--- src/rtl/coinc_pkg.sv ---
// Shared defaults and FSM encoding for the coincidence gate counter.
package coinc_pkg;
    localparam int CNT_W_DEF  = 24;
    localparam int GATE_W_DEF = 32;
    localparam int WIN_W_DEF  = 4;

    localparam logic [0:0] ST_IDLE = 1'b0;
    localparam logic [0:0] ST_GATE = 1'b1;
endpackage

--- src/rtl/coinc_window.sv ---
// Per-channel coincidence window: stays open for len cycles after a start pulse.
module coinc_window
    import coinc_pkg::*;
#(
    parameter int WIN_W = WIN_W_DEF
) (
    input  logic             clk,
    input  logic             reset,
    input  logic             clear,
    input  logic             start,
    input  logic [WIN_W-1:0] len,
    output logic             open
);
    localparam logic [WIN_W-1:0] WIN_ONE = 1;

    logic [WIN_W-1:0] rem_q, rem_d;

    always_comb begin
        rem_d = rem_q;
        if (clear)
            rem_d = '0;
        else if (start)
            rem_d = len;
        else if (rem_q != '0)
            rem_d = rem_q - WIN_ONE;
    end

    always_ff @(posedge clk) begin
        if (reset) rem_q <= '0;
        else       rem_q <= rem_d;
    end

    assign open = (rem_q != '0);
endmodule

--- src/rtl/coincidence_gate_counter.sv ---
// Gated A/B/coincidence event counter with back-to-back gates and a
// valid/ack result handshake with sticky overrun.
module coincidence_gate_counter
    import coinc_pkg::*;
#(
    parameter int CNT_W  = CNT_W_DEF,
    parameter int GATE_W = GATE_W_DEF,
    parameter int WIN_W  = WIN_W_DEF
) (
    input  logic              clk,
    input  logic              reset,
    input  logic              pulse_a,
    input  logic              pulse_b,
    input  logic              run,
    input  logic [GATE_W-1:0] gate_len,
    input  logic [WIN_W-1:0]  win_len,
    output logic [CNT_W-1:0]  count_a,
    output logic [CNT_W-1:0]  count_b,
    output logic [CNT_W-1:0]  count_c,
    output logic              data_valid,
    input  logic              data_ack,
    output logic              overrun
);
    localparam logic [CNT_W-1:0]  CNT_ONE  = 1;
    localparam logic [GATE_W-1:0] GATE_ONE = 1;

    logic [0:0]        state_q, state_d;
    logic [GATE_W-1:0] cyc_q, cyc_d, len_q, len_d;
    logic [WIN_W-1:0]  win_q, win_d;
    logic [CNT_W-1:0]  wa_q, wa_d, wb_q, wb_d, wc_q, wc_d;
    logic [CNT_W-1:0]  na, nb, nc;
    logic [CNT_W-1:0]  oa_q, oa_d, ob_q, ob_d, oc_q, oc_d;
    logic              valid_q, valid_d, ovr_q, ovr_d;
    logic              counting, gate_end, gate_start, coinc;
    logic              open_a, open_b, clr_win;

    function automatic logic [CNT_W-1:0] sat_inc(input logic [CNT_W-1:0] v, input logic en);
        return (en && v != '1) ? v + CNT_ONE : v;
    endfunction

    assign counting   = (state_q == ST_GATE) && run;
    assign gate_end   = counting && (cyc_q == len_q - GATE_ONE);
    assign gate_start = ((state_q == ST_IDLE) && run) || gate_end;
    assign coinc      = counting && ((pulse_a && pulse_b) || (pulse_a && open_b) || (pulse_b && open_a));
    // Windows are held shut outside a running gate and wiped at each gate boundary.
    assign clr_win    = !counting || gate_end || coinc;

    coinc_window #(.WIN_W(WIN_W)) u_win_a (
        .clk(clk), .reset(reset), .clear(clr_win),
        .start(counting && pulse_a && !coinc), .len(win_q), .open(open_a)
    );
    coinc_window #(.WIN_W(WIN_W)) u_win_b (
        .clk(clk), .reset(reset), .clear(clr_win),
        .start(counting && pulse_b && !coinc), .len(win_q), .open(open_b)
    );

    always_comb begin
        na = sat_inc(wa_q, counting && pulse_a);
        nb = sat_inc(wb_q, counting && pulse_b);
        nc = sat_inc(wc_q, coinc);

        state_d = run ? ST_GATE : ST_IDLE;
        cyc_d   = gate_start ? '0 : (counting ? cyc_q + GATE_ONE : cyc_q);
        len_d   = len_q;
        win_d   = win_q;
        if (gate_start) begin
            len_d = (gate_len == '0) ? GATE_ONE : gate_len;
            win_d = win_len;
        end
        wa_d = gate_start ? '0 : na;
        wb_d = gate_start ? '0 : nb;
        wc_d = gate_start ? '0 : nc;

        oa_d    = oa_q;
        ob_d    = ob_q;
        oc_d    = oc_q;
        valid_d = valid_q;
        ovr_d   = ovr_q;
        // Totals include the final gate cycle, hence the next-value counts.
        if (gate_end) begin
            if (!valid_q || data_ack) begin
                oa_d    = na;
                ob_d    = nb;
                oc_d    = nc;
                valid_d = 1'b1;
            end else begin
                ovr_d = 1'b1;
            end
        end else if (valid_q && data_ack) begin
            valid_d = 1'b0;
        end
    end

    always_ff @(posedge clk) begin
        if (reset) begin
            state_q <= ST_IDLE;
            cyc_q   <= '0;
            len_q   <= GATE_ONE;
            win_q   <= '0;
            wa_q    <= '0;
            wb_q    <= '0;
            wc_q    <= '0;
            oa_q    <= '0;
            ob_q    <= '0;
            oc_q    <= '0;
            valid_q <= 1'b0;
            ovr_q   <= 1'b0;
        end else begin
            state_q <= state_d;
            cyc_q   <= cyc_d;
            len_q   <= len_d;
            win_q   <= win_d;
            wa_q    <= wa_d;
            wb_q    <= wb_d;
            wc_q    <= wc_d;
            oa_q    <= oa_d;
            ob_q    <= ob_d;
            oc_q    <= oc_d;
            valid_q <= valid_d;
            ovr_q   <= ovr_d;
        end
    end

    assign count_a    = oa_q;
    assign count_b    = ob_q;
    assign count_c    = oc_q;
    assign data_valid = valid_q;
    assign overrun    = ovr_q;
endmodule

--- config.mk ---
export PLATFORM = sky130hd
export DESIGN_NAME = coincidence_gate_counter
export DESIGN_NICKNAME = d
export VERILOG_FILES = /design/src/rtl/coinc_pkg.sv /design/src/rtl/coinc_window.sv /design/src/rtl/coincidence_gate_counter.sv
export SDC_FILE = /design/constraint.sdc
export NUM_CORES = 1
export LEC_CHECK = 0
export ABC_CLOCK_PERIOD_IN_PS = 4800
export CAP_MARGIN = 15
export CORE_MARGIN = 1.5
export CORE_UTILIZATION = 58
export DETAILED_ROUTE_END_ITERATION = 8
export MAX_ROUTING_LAYER = met4
export PLACE_DENSITY_LB_ADDON = 0.08
export RECOVER_POWER = 50
export SYNTH_ARGS = -nofsm -noshare
export SYNTH_HDL_FRONTEND = slang
export SYNTH_SLANG_ARGS = --single-unit
--- constraint.sdc ---
create_clock -name clk -period 4.8 [get_ports clk]
set_input_delay 0.96 -clock clk [delete_from_list [all_inputs] [get_ports clk]]
set_output_delay 0.96 -clock clk [all_outputs]
set_load 0.005 [all_outputs]
==> impl_metrics.yaml, run 1 <==
placed_design:
  gp_congestion: 0.889
  dpl.hpwl_microns: 20500
  port_buffers: 115
  place_worst_setup_slack_ns: 0.792
clock_network:
  numCtsBuffers: 24
  hold_buffers: 0
  cts_sinks: 223
  clk_pin_slew_ns: 0.06
  clk_latency_ns: 0.54
  clockRootBuffer: "clkbuf_16"
  cts_tree: "built"
  h-tree-depth: 1
  post_cts_buffers: 0
  cts_max_path_buffers: 3
  cts_resized: 0
worst_setup_path:
  cp.required_ns: 5.18
  critPathCaptureType: "flop"
  crit_path_top_delay_cell: "nor4_1"
  worstSetupPathType: "reg2reg"
  worst-r2r-cell-count: 11
  cp_max_fo: 20
  worst-path-buf-inv: 2
  r2r-start: "len_q[0]"
  slowest_delay_ns: 0.61
  cp_data_arrival_time_ns: 4.58
  crit_chain: "inv_1 > ha_1 > or3b_2 > nor4_1 > a31oi_1 > nor4b_1 > nand4_1 > a2111o_1 > o21ai_0 > clkbuf_2 > a21oi_1"
  critPathTopFamily: "simple AND/OR/NAND/NOR gates"
  critPathLaunchType: "flop"
  reg2reg_to: "wa_q[3]"
  rrSetupSlack_ns: 0.61
power_and_ir_drop:
  leakage_nw: 5.28
  seq_power_share_pct: 46.8
  power_frac_clock_pct: 43.8
  p_switching_w: 0.00104
  switching_share_pct: 25.4
  p_comb_share_pct: 9.4
  p_per_area_nw_per_um2: 294
  irDropWorstVdd_mv: 0.255
  p_int_w: 0.00306
route:
  routed_wl_microns: 31300
  drt_iter0_markers: 639
  wl_per_cell_microns: 17.4
  vias_per_cell: 6.05
  dr.pass1.iters: 5
  vias: 10900
  post-route-drc-count: 0
  ant_nets: 0
min_path:
  worstHoldPathType: "reg2reg"
  hp-start: "count_b[17]"
  holdPathEnd: "count_b[17]"
  whs_path_depth: 2
floorplan:
  die-area_sq_um: 21600
  start_util_pct: 59.2
  pin_count: 116
  coreArea_sq_um: 20300
  die_x_microns: 147
  die_y_microns: 147
  rows: 52
timing:
  period_minus_slack_ns: 4.19
  finalMaxSlewViolations: 83
  layout_worst_path_cycle_share_pct: 87.4
  setup_viol: 0
  skew_ns: 0.0228
  fmax_ghz: 0.238
  hold_viol_final: 0
  rsz0062_at_grt: "no"
  tightest_slew_ns: 2.97
  fin_tns_setup_ns: 0
  maxSlewHeadroom_pct: -98.2
  setup_slack_ns: 0.606
finish:
  layout_common_cells: "nand2_1 (269), dfxtp_1 (223), xnor2_1 (91)"
  drive_gt1_share_pct: 5.38
  final_common_cell: "nand2_1"
  nets: 1559
  syn2layout_area_growth_pct: 15.8
global_route:
  grt_pass1_wl_microns: 52500
  grt_pass1_vias: 10500
  grt_antenna_before_repair: 1
  gr-total-overflow: 0
  grt_max_degree: 85
  grtUsageTotal_pct: 29.6
yosys:
  synth_enable_flop_cells: 0
  synth.distinct_cells: 66
  yosys.area.top_type: "dfxtp_1"
  synthCells: 1459
  synth_area_sq_um: 12000
  ys_seq_area_share_pct: 37.2
  synth.avg_cell_area_sq_um: 8.23
  ys_ff_latch: 223
  yosysTopAreaCellShare_pct: 37.2
  yosys-top-cells-area: "dfxtp_1 (37%), nand2_1 (8.4%), xnor2_1 (6.6%), mux2i_1 (6.3%), a21oi_1 (3.7%)"
  synth_nets: 1508
  async_flop_share_pct: 0
  yosysWarnings: 0
  synthFlopType: "dfxtp_1"
job:
  cap_violations: 1
run_status:
  violations: "capacitance limit, slew limit"
  status: "finished, violations left"
[worst max-delay path by stage]
| stage | from | endpoint | cells past startpoint |
|---|---|---|---|
| finish | len_q[0] | wa_q[3] | 11 |
| floorplan | len_q[4] | len_q[10] | 12 |
| CTS | len_q[0] | len_q[2] | 12 |
| global placement | len_q[0] | len_q[1] | 12 |
| detailed placement | len_q[0] | win_q[0] | 12 |
| global route | len_q[1] | wa_q[3] | 11 |
[final cells by class]
| type | count | area [sq um] |
|---|---|---|
| flip-flops and latches | 223 | 4460 |
| inverters | 30 | 115 |
| well taps | 270 | 338 |
| clock inverters | 5 | 75.1 |
| repair buffers | 137 | 1340 |
| fillers | 1784 | 6380 |
| multi-input cells | 1094 | 6890 |
| diodes | 2 | 5.00 |
| clock buffers | 36 | 686 |
[registers in the layout, indices dropped and copies added, names as in the netlist]
signal and count:
cyc_q 32, len_q 32, count_a 24, count_b 24
count_c 24, wa_q 24, wb_q 24, wc_q 24
u_win_a.rem_q 4, u_win_b.rem_q 4, win_q 4, data_valid 1
overrun 1, state_q 1
[cells by family after synthesis]
logic type | share of synthesized area (%)
fa+ha+maj | 0.729
flops | 37.2
xor+xnor | 9.99
mux | 6.52
buf+inv | 5.49
simple gates | 26.9
compound gates | 13.2
[cells in the mapped netlist (all sizes together) (5+ instances only)]
| cell type | instances |
|---|---|
| and2 | 6 |
| o21ai | 12 |
| dfxtp | 223 |
| nand2 | 269 |
| or3 | 8 |
| nor3b | 36 |
| nor3 | 47 |
| nand2b | 6 |
| inv | 30 |
| o311ai | 35 |
| xor2 | 46 |
| nor4 | 29 |
| a211oi | 32 |
| nor2b | 6 |
| ha | 7 |
| or4 | 43 |
| or2 | 10 |
| buf | 29 |
| clkbuf | 83 |
| a21oi | 88 |
| and3 | 15 |
| nor2 | 49 |
| xnor2 | 91 |
| mux2i | 76 |
| nand3 | 49 |
| nand3b | 5 |
| nand4 | 37 |
| a31oi | 39 |
| and4 | 9 |
[worst register-to-register path: stages (launching register included)]
cell and delay [ns]:
dfxtp_1 0.34, inv_1 0.09, ha_1 0.19, or3b_2 0.50, nor4_1 0.61, a31oi_1 0.17
nor4b_1 0.29, nand4_1 0.20, a2111o_1 0.59, o21ai_0 0.45, clkbuf_2 0.46, a21oi_1 0.16
[layer usage]
metal / vias up / share of wire, % / track usage [%]
li1: 5350 / - / -
met1: 5197 / 45 / 38.1
met2: 270 / 48 / 48.4
met3: 59 / 5.0 / 4.35
met4: 0 / 2.3 / 8.80
met5: - / 0 / -
[per-stage QoR]
stage	util, %	cell area (sq um)	power (W)	hold slack, ns	std cells
final	68.6	13900	0.00410	0.452	1797
after floorplan	-	12000	0.00221	0.454	1459
after global routing	68.6	13900	0.00424	0.478	1797
after detailed placement	64.9	13200	0.00234	0.451	1754
after CTS	68.6	13900	0.00412	0.460	1795
after global placement	64.9	13200	0.00234	0.445	1754
[power groups by stage]
stage          registers, W  logic, W  clock network, W
3_5_place_dp        0.00196  0.000380                 0
4_1_cts             0.00192  0.000382           0.00182
6_report            0.00192  0.000385           0.00179
5_1_grt             0.00192  0.000420           0.00190
3_3_place_gp        0.00196  0.000380                 0
2_1_floorplan       0.00194  0.000278                 0
No activity file was read; power rests on OpenSTA's default activity.
==> run 2, diff against run 1 <==
--- a/config.mk
+++ b/config.mk
@@ -13,6 +13,7 @@
 export MAX_ROUTING_LAYER = met4
 export PLACE_DENSITY_LB_ADDON = 0.08
 export RECOVER_POWER = 50
+export SLEW_MARGIN = 20
 export SYNTH_ARGS = -nofsm -noshare
 export SYNTH_HDL_FRONTEND = slang
 export SYNTH_SLANG_ARGS = --single-unit
==> results of run 2 <==
No change in the layout: final DEF, timing and power equal those of run 1.
==> run 3, diff against run 2 <==
--- a/config.mk
+++ b/config.mk
@@ -7,7 +7,7 @@
 export LEC_CHECK = 0
 export ABC_CLOCK_PERIOD_IN_PS = 4800
 export CAP_MARGIN = 15
-export CORE_MARGIN = 1.5
+export CORE_MARGIN = 1
 export CORE_UTILIZATION = 58
 export DETAILED_ROUTE_END_ITERATION = 8
 export MAX_ROUTING_LAYER = met4
@@ -17,3 +17,4 @@
 export SYNTH_ARGS = -nofsm -noshare
 export SYNTH_HDL_FRONTEND = slang
 export SYNTH_SLANG_ARGS = --single-unit
+export TNS_END_PERCENT = 5
==> impl_metrics.yaml, run 3 (synthesis results as in run 1) <==
run_status:
  status: "finished, violations left"
  violations: "capacitance limit, slew limit"
min_path:
  holdPathEnd: "count_a[12]"
  hp-start: "count_a[12]"
  worstHoldPathType: "reg2reg"
  whs_path_depth: 2
timing:
  skew_ns: 0.0184
  layout_worst_path_cycle_share_pct: 88.2
  setup_viol: 0
  fin_hold_ws_ns: 0.457
  tightest_slew_ns: 1.58
  hold_viol_final: 0
  period_minus_slack_ns: 4.23
  maxSlewHeadroom_pct: -5.49
  setup_slack_ns: 0.569
  finalMaxSlewViolations: 85
  fmax_ghz: 0.236
  rsz0062_at_grt: "no"
  fin_tns_setup_ns: 0
placed_design:
  place_worst_setup_slack_ns: 0.881
  placed_cell_area_sq_um: 13200
  port_buffers: 115
  gp_congestion: 0.926
  dpl.hpwl_microns: 20000
floorplan:
  die_y_microns: 146
  coreArea_sq_um: 20300
  die_x_microns: 146
  die-area_sq_um: 21300
  rows: 52
  start_util_pct: 59.2
  pin_count: 116
clock_network:
  hold_buffers: 0
  cts_resized: 0
  post_cts_buffers: 0
  cts_max_path_buffers: 3
  clk_pin_slew_ns: 0.06
  h-tree-depth: 1
  clk_latency_ns: 0.52
  clockRootBuffer: "clkbuf_16"
  cts_sinks: 223
  cts_tree: "built"
  numCtsBuffers: 24
worst_setup_path:
  r2r-start: "len_q[0]"
  cp_data_arrival_time_ns: 4.54
  worst-r2r-cell-count: 11
  critPathLaunchType: "flop"
  critPathCaptureType: "flop"
  reg2reg_to: "len_q[2]"
  cp_max_fo: 35
  crit_path_top_delay_cell: "nor4_1"
  crit_chain: "inv_1 > ha_1 > or3b_2 > nor4_1 > a31oi_1 > nor4b_1 > nand4_1 > a2111o_1 > nor2_1 > clkbuf_2 > o311ai_0"
  rrSetupSlack_ns: 0.57
  worstSetupPathType: "reg2reg"
  cp.required_ns: 5.11
  slowest_delay_ns: 0.72
route:
  vias_per_cell: 6.06
  ant_nets: 0
  wl_per_cell_microns: 17.2
  routed_wl_microns: 30900
  dr.pass1.iters: 5
  post-route-drc-count: 0
  drt_iter0_markers: 726
  vias: 10900
finish:
  syn2layout_area_growth_pct: 16.5
  nets: 1559
  final_common_cell: "nand2_1"
  layout_common_cells: "nand2_1 (269), dfxtp_1 (223), xnor2_1 (91)"
  n_antenna_cell: 0
  reg_top3: "cyc_q (32), len_q (32)"
  fin_area_sq_um: 14000
  drive_gt1_share_pct: 5.83
global_route:
  grt_antenna_before_repair: 0
  grt_max_degree: 183
  grt_pass1_wl_microns: 51300
  grt_pass1_vias: 10400
  grtUsageTotal_pct: 29.6
  gr-total-overflow: 0
power_and_ir_drop:
  leakage_nw: 5.33
  p_per_area_nw_per_um2: 306
  irDropWorstVdd_mv: 0.232
job:
  cap_violations: 1
[run 3: cell type report]
class	count	area, sq um
fillers	1705	6300
clock buffers	32	682
inverters	30	115
multi-input cells	1094	6900
well taps	270	338
clock inverters	11	159
repair buffers	137	1340
flip-flops and latches	223	4460
[run 3: critical path, delay by kind of cell, from the launching register on]
family | cells | cell delay [ns]
adders and majority gates | 1 | 0.19
buffers and inverters | 2 | 0.78
DFF | 1 | 0.35
AOI/OAI and AO/OA | 3 | 0.87
and+or+nand+nor | 5 | 1.84
[run 3: metrics by stage]
step,power (W),utilization [%],cells
after floorplan,0.00221,-,1459
after global placement,0.00234,64.9,1754
after detailed placement,0.00234,64.9,1754
after CTS,0.00431,69.1,1797
after global routing,0.00442,69.0,1797
final,0.00428,69.0,1797
[run 3: routing by layer]
| metal | vias to the layer above | part of all wire, % | global-route usage, % |
|---|---|---|---|
| met3 | 60 | 5.0 | 4.08 |
| met4 | 0 | 2.4 | 9.79 |
| met5 | - | 0 | - |
| met2 | 276 | 47 | 48.2 |
| li1 | 5355 | - | - |
| met1 | 5193 | 46 | 37.8 |
[run 3: worst max-delay path by stage]
stage,startpoint,end,slack [ns],cells past startpoint
4_1_cts,len_q[0],count_a[0],0.85,12
6_report,len_q[0],len_q[2],0.57,11
5_1_grt,len_q[0],len_q[1],0.16,11
3_3_place_gp,len_q[0],count_c[4],0.88,12
2_1_floorplan,len_q[4],len_q[10],1.31,12
3_5_place_dp,len_q[0],count_a[19],0.88,12
[run 3: power breakdown]
group | internal, W | switching (W)
registers | 0.00187 | 0.0000423
clock network | 0.00121 | 0.000766
logic | 0.000142 | 0.000248
